### config.mk
export PLATFORM = sky130hd
export DESIGN_NAME = apb_master_arb
export DESIGN_NICKNAME = d
export VERILOG_FILES = /design/src/rtl/apb_master_arb.sv
export SDC_FILE = /design/constraint.sdc
export NUM_CORES = 1
export LEC_CHECK = 0
export BUFFER_PORTS_ARGS = -buffer_cell sky130_fd_sc_hd__buf_2
export CELL_PAD_IN_SITES_DETAIL_PLACEMENT = 0
export CELL_PAD_IN_SITES_GLOBAL_PLACEMENT = 1
export CORE_MARGIN = 3
export CORE_UTILIZATION = 32
export DETAILED_ROUTE_END_ITERATION = 10
export PLACE_DENSITY = 0.8
export SLEW_MARGIN = 0
export SYNTH_ARGS = -nofsm -noshare
export SYNTH_HDL_FRONTEND = slang
export SYNTH_SLANG_ARGS = --single-unit
### constraint.sdc
create_clock -name PCLK -period 2.9 [get_ports PCLK]
set_clock_uncertainty 0.1 [all_clocks]
set_input_delay 0.58 -clock PCLK [delete_from_list [all_inputs] [get_ports PCLK]]
set_output_delay 0.58 -clock PCLK [all_outputs]
set_load 0.005 [all_outputs]
### src/rtl/apb_master_arb.sv
// Two-port APB master: round-robin arbitration between two command ports, one-hot
// slave decode, SETUP/ACCESS sequencing, read capture, miss/timeout error reporting.
module apb_master_arb #(
    parameter int unsigned NUM_SLV = 4,
    parameter int unsigned TIMEOUT = 16
) (
    input  logic                  PCLK,
    input  logic                  PRESETn,
    input  logic [1:0]            req_valid,
    input  logic [1:0]            req_write,
    input  logic [63:0]           req_addr,
    input  logic [63:0]           req_wdata,
    output logic [1:0]            req_ready,
    output logic [1:0]            rsp_done,
    output logic                  rsp_err,
    output logic [31:0]           rsp_rdata,
    output logic [31:0]           PADDR,
    output logic                  PWRITE,
    output logic [31:0]           PWDATA,
    output logic [NUM_SLV-1:0]    PSEL,
    output logic                  PENABLE,
    input  logic [NUM_SLV*32-1:0] PRDATA,
    input  logic [NUM_SLV-1:0]    PREADY
);

    localparam logic [1:0] ST_IDLE   = 2'd0;
    localparam logic [1:0] ST_SETUP  = 2'd1;
    localparam logic [1:0] ST_ACCESS = 2'd2;
    localparam logic [1:0] ST_RESP   = 2'd3;

    localparam int unsigned CW = $clog2(TIMEOUT) + 1;

    logic [1:0]    state_q, state_d;
    logic          gnt_q, gnt_d;
    logic          rr_q, rr_d;
    logic          write_q, write_d;
    logic [31:0]   addr_q, addr_d;
    logic [31:0]   wdata_q, wdata_d;
    logic [3:0]    idx_q, idx_d;
    logic          err_q, err_d;
    logic [31:0]   rdata_q, rdata_d;
    logic [CW-1:0] cnt_q, cnt_d;

    logic          gnt;
    logic [31:0]   cmd_addr;
    logic          cmd_hit;
    logic          sel_ready;
    logic [31:0]   sel_rdata;

    // rr_q names the requester that wins when both are valid
    always_comb begin
        if (req_valid == 2'b11) begin
            gnt = rr_q;
        end else begin
            gnt = req_valid[1];
        end
        cmd_addr = gnt ? req_addr[63:32] : req_addr[31:0];
        cmd_hit  = (cmd_addr[31:16] == 16'h1000) && (32'(cmd_addr[15:12]) < NUM_SLV);
    end

    always_comb begin
        sel_ready = 1'b0;
        sel_rdata = '0;
        for (int unsigned i = 0; i < NUM_SLV; i++) begin
            if (idx_q == 4'(i)) begin
                sel_ready = PREADY[i];
                sel_rdata = PRDATA[32*i +: 32];
            end
        end
    end

    always_comb begin
        state_d = state_q;
        gnt_d   = gnt_q;
        rr_d    = rr_q;
        write_d = write_q;
        addr_d  = addr_q;
        wdata_d = wdata_q;
        idx_d   = idx_q;
        err_d   = err_q;
        rdata_d = rdata_q;
        cnt_d   = cnt_q;
        case (state_q)
            ST_IDLE: begin
                cnt_d = '0;
                if (|req_valid) begin
                    gnt_d   = gnt;
                    rr_d    = ~gnt;
                    write_d = req_write[gnt];
                    addr_d  = cmd_addr;
                    wdata_d = gnt ? req_wdata[63:32] : req_wdata[31:0];
                    idx_d   = cmd_addr[15:12];
                    if (cmd_hit) begin
                        state_d = ST_SETUP;
                    end else begin
                        state_d = ST_RESP;
                        err_d   = 1'b1;
                        rdata_d = '0;
                    end
                end
            end
            ST_SETUP: begin
                cnt_d   = '0;
                state_d = ST_ACCESS;
            end
            ST_ACCESS: begin
                cnt_d = cnt_q + CW'(1);
                if (sel_ready) begin
                    err_d   = 1'b0;
                    rdata_d = write_q ? '0 : sel_rdata;
                    state_d = ST_RESP;
                end else if (cnt_q == CW'(TIMEOUT - 1)) begin
                    err_d   = 1'b1;
                    rdata_d = '0;
                    state_d = ST_RESP;
                end
            end
            default: begin
                cnt_d   = '0;
                state_d = ST_IDLE;
            end
        endcase
    end

    always_ff @(posedge PCLK or negedge PRESETn) begin
        if (!PRESETn) begin
            state_q <= ST_IDLE;
            gnt_q   <= 1'b0;
            rr_q    <= 1'b0;
            write_q <= 1'b0;
            addr_q  <= '0;
            wdata_q <= '0;
            idx_q   <= '0;
            err_q   <= 1'b0;
            rdata_q <= '0;
            cnt_q   <= '0;
        end else begin
            state_q <= state_d;
            gnt_q   <= gnt_d;
            rr_q    <= rr_d;
            write_q <= write_d;
            addr_q  <= addr_d;
            wdata_q <= wdata_d;
            idx_q   <= idx_d;
            err_q   <= err_d;
            rdata_q <= rdata_d;
            cnt_q   <= cnt_d;
        end
    end

    // req_ready is combinational in IDLE, so it is also masked while reset is held
    always_comb begin
        req_ready = '0;
        rsp_done  = '0;
        PSEL      = '0;
        PENABLE   = 1'b0;
        PADDR     = '0;
        PWRITE    = 1'b0;
        PWDATA    = '0;
        if ((state_q == ST_IDLE) && (|req_valid) && PRESETn) begin
            req_ready[gnt] = 1'b1;
        end
        if ((state_q == ST_SETUP) || (state_q == ST_ACCESS)) begin
            for (int unsigned i = 0; i < NUM_SLV; i++) begin
                PSEL[i] = (idx_q == 4'(i));
            end
            PENABLE = (state_q == ST_ACCESS);
            PADDR   = addr_q;
            PWRITE  = write_q;
            PWDATA  = wdata_q;
        end
        if (state_q == ST_RESP) begin
            rsp_done[gnt_q] = 1'b1;
        end
    end

    assign rsp_err   = (state_q == ST_RESP) && err_q;
    assign rsp_rdata = rdata_q;

endmodule

==> impl_results.md <==
- Final WS setup: approximately 240 ps
- CTS tree: built
- Layout area overhead: 39.5%
- Largest family of logic cells by synthesized area: multiplexers
- Yosys synthesis warning count: 0
- Worst R2R End: rsp_rdata[14]
- Fin crit share: 0.916
- Total GRT Usage: 0.206
- Antenna Cells: 0
- Setup TNS: 0 ps
- Final Setup Violations: 0
- Clk_lat worst skew: 350 ps
- Peak supply drop: between 0.4 and 0.5 mV
- Final ANT Viol Nets: 0
- Worst reg-to-reg setup slack: around 600 ps
- WS Path Type: reg2out
- DIE HEIGHT: 145 um
- Final Max Tran Viols: 0
- Multiplexer share of the synthesized area: 0.188
- Total iterations of the first detailed-routing run: 4
- DRT Wirelength: between 20,000 and 25,000 um
- Mapped Cells: 608
- Area contributors post-synth: dfrtp_1 43%, mux4_2 8.3%, and2_1 7.0%, a22oi_1 5.7%, mux2_1 5.4%
- Slew at the pin closest to its max-slew limit: between 800 and 900 ps
- Min-delay worst type: in2async
- Mapped Area: between 6000 and 7000 um2
- Worst reg2reg path depth: 7
- Startpoint types: flop
- Hold Slack: about 37 ps
- Synthesized Nets: 880
- Wire length per cell: 18.2 um
- Sequential fraction of the synthesis area: 0.431
- PortBufs: 372
- CP Launch Point: state_q[1]
- Root buffer cell: clkbuf_16
- Hold Fails Final Rpt: 0
- CTS Buf Count: 9
- Adder-Cell Fraction of Synth Area: 0.0121
- Core Area: about 19,000 um2
- Synth Area in Compound Gates: 0.149
- Fraction of layout instances using a drive strength above 1: 0.457
- Starting DRT DRC Count: 233
- Detailed Place HPWL: approximately 17,000 um
- H-tree Lvls: 3
- Reg2Reg Launch Point: state_q[0]
- Total power: roughly 8.0 mW
- Minimum clock period after layout: roughly 2700 ps
- Seq cells post-synth: roughly 110
- Antenna violations before repair: 0
- Overflow after GRT: 0
- Status: completed
- DRC errors left: 0
- Synth top area share: 0.431
- Required @ worst endpoint: about 2200 ps
- DR vias: 5,933
- Vias per cell: a little under 5
- DIE WIDTH: 145 um
- First-pass GRT wire length: between 30,000 and 40,000 um
- Pre-CTS setup slack: 312 ps
- Routability cong.: roughly 0.9
- Ports: around 370
- Fmax: approximately 0.38 GHz
- Average cell area after synthesis: about 10 um2
- Worst-path clk slew: ~80 ps
- Initial Util: 0.329
- Core Util, Final: 0.459
- Distinct cells, synth: 39
- Vias in the first global route: 6,076
- Leak: approximately 4.5 nW
- CTS Hold Bufs: 0
- CTS max path bufs: 2
- CTS Sinks: about 110
- Layout Nets: about 1,200
- RSZ-0062 raised after global routing: false
- Synth Area in XOR/XNOR: 0.00282
- Post-Synth Simple-Gate Area: 0.177
- Worst-path maximum fanout: 30
- Die Area: about 21,000 um2
- Worst setup EP type: primary output
- Arr. time, crit path: 1980 ps
- Pin count of the biggest net entering global routing: 86
- Relative slew slack: 0.440
- Row cnt: 50
- Max Cap Viol: 0
- Top cell type by total area after synthesis: dfrtp_1
- Pwr dens: ~900 nW/um2
[worst max path at each step]
stage                    endpoint  slack [ps]  cells past startpoint
floorplan                 PSEL[3]         600                      5
global placement    rsp_rdata[12]         320                      7
detailed placement  rsp_rdata[14]         310                      6
CTS                     PADDR[31]          60                      5
global route            PADDR[14]          90                      5
finish                  PADDR[31]         240                      5
[report_power, final]
| part | leakage (nW) | switching [mW] | total [mW] | internal (mW) |
|---|---|---|---|---|
| registers | 1.37 | 0.331 | 2.45 | 2.11 |
| clock network | 0.137 | 0.583 | 1.20 | 0.616 |
| logic | 3.03 | 2.35 | 4.38 | 2.03 |
[critical path, stage by stage, from the launching register on]
cell     delay, ps
dfrtp_1        420
inv_1           70
ha_2           470
buf_4          330
and2_1         170
buf_2          150
[metal layers]
layer | wire length, um | up-vias | global-route usage | share of wire
li1 | - | 2865 | - | -
met1 | 8720 | 2800 | 0.244 | 0.39
met2 | 11400 | 242 | 0.366 | 0.51
met3 | 1610 | 26 | 0.0526 | 0.073
met4 | 469 | 0 | 0.0674 | 0.021
met5 | 0 | - | 0 | 0
[registers in the layout (all words and copies together), names as in the netlist]
| signal | count |
|---|---|
| addr_q | 32 |
| rsp_rdata | 32 |
| wdata_q | 32 |
| cnt_q | 5 |
| state_q | 2 |
| err_q | 1 |
| gnt_q | 1 |
| rr_q | 1 |
| write_q | 1 |
[cell families (layout without fill, tap and decap cells)]
group | after synthesis | in the layout
and+or+nand+nor | 208 | 208
AOI/OAI and AO/OA | 144 | 144
DFF | 107 | 107
muxes | 84 | 84
buffers and inverters | 57 | 410
adders and majority gates | 6 | 6
xor gates and xnor gates | 2 | 2
[per-stage QoR]
stage	area, um2	instances
after floorplan	6210	608
after global placement	8370	1205
after detailed placement	8370	1205
after CTS	8660	1221
after global routing	8660	1221
final	8660	1221
[synth_stat cells]
| cell type | number |
|---|---|
| or4_1 | 1 |
| a22oi_1 | 47 |
| nor2b_1 | 33 |
| mux2i_1 | 28 |
| nor4bb_1 | 1 |
| buf_2 | 5 |
| buf_6 | 3 |
| mux4_2 | 23 |
| inv_1 | 7 |
| and3_1 | 3 |
| ha_1 | 6 |
| mux2_1 | 30 |
| o211ai_2 | 1 |
| nor2_1 | 10 |
| a211oi_1 | 20 |
| nand3_1 | 3 |
| buf_1 | 6 |
| nor4b_1 | 2 |
| o21ai_1 | 1 |
| xnor2_1 | 1 |
| a211o_1 | 2 |
| mux2_2 | 3 |
| o21ai_0 | 67 |
| nor4_1 | 6 |
| nand2_1 | 72 |
| nand4_1 | 1 |
| nor3_1 | 3 |
| o31a_1 | 1 |
| a21boi_1 | 1 |
| a21boi_0 | 1 |
| nor3b_1 | 1 |
| a21oi_1 | 2 |
| or2_2 | 1 |
| and2_1 | 70 |
| clkbuf_1 | 36 |
| and3b_1 | 1 |
| dfrtp_1 | 107 |
| xor2_1 | 1 |
| a211oi_4 | 1 |
[layout by cell type, fill, tap and decap left out, types with 7 or more instances in the layout]
cell type,n
buf_2,371
dfrtp_1,105
nand2_1,72
and2_1,70
o21ai_0,66
a22oi_1,47
nor2b_1,33
mux2_1,30
mux2i_1,28
mux4_2,23
a211oi_1,20
buf_4,13
nor2_1,9
clkbuf_16,9
inv_1,7
[area by class of cell]
class                           instances  area (um2)
Multi-Input combinational cell        444        3330
Timing Repair Buffer                  387        2010
Tap cell                              260         325
Inverter                                7        26.3
Clock buffer                           10         239
Fill cell                            1908       10200
Clock inverter                          6        48.8
Sequential cell                       107        2680
[timing repair]
action,CTS,global route
hold endpoints to repair,0,0
setup endpoints to repair,0,11
buffers inserted,0,0
gates resized for setup,0,1
Note: power is estimated with default switching activity, not from simulation.
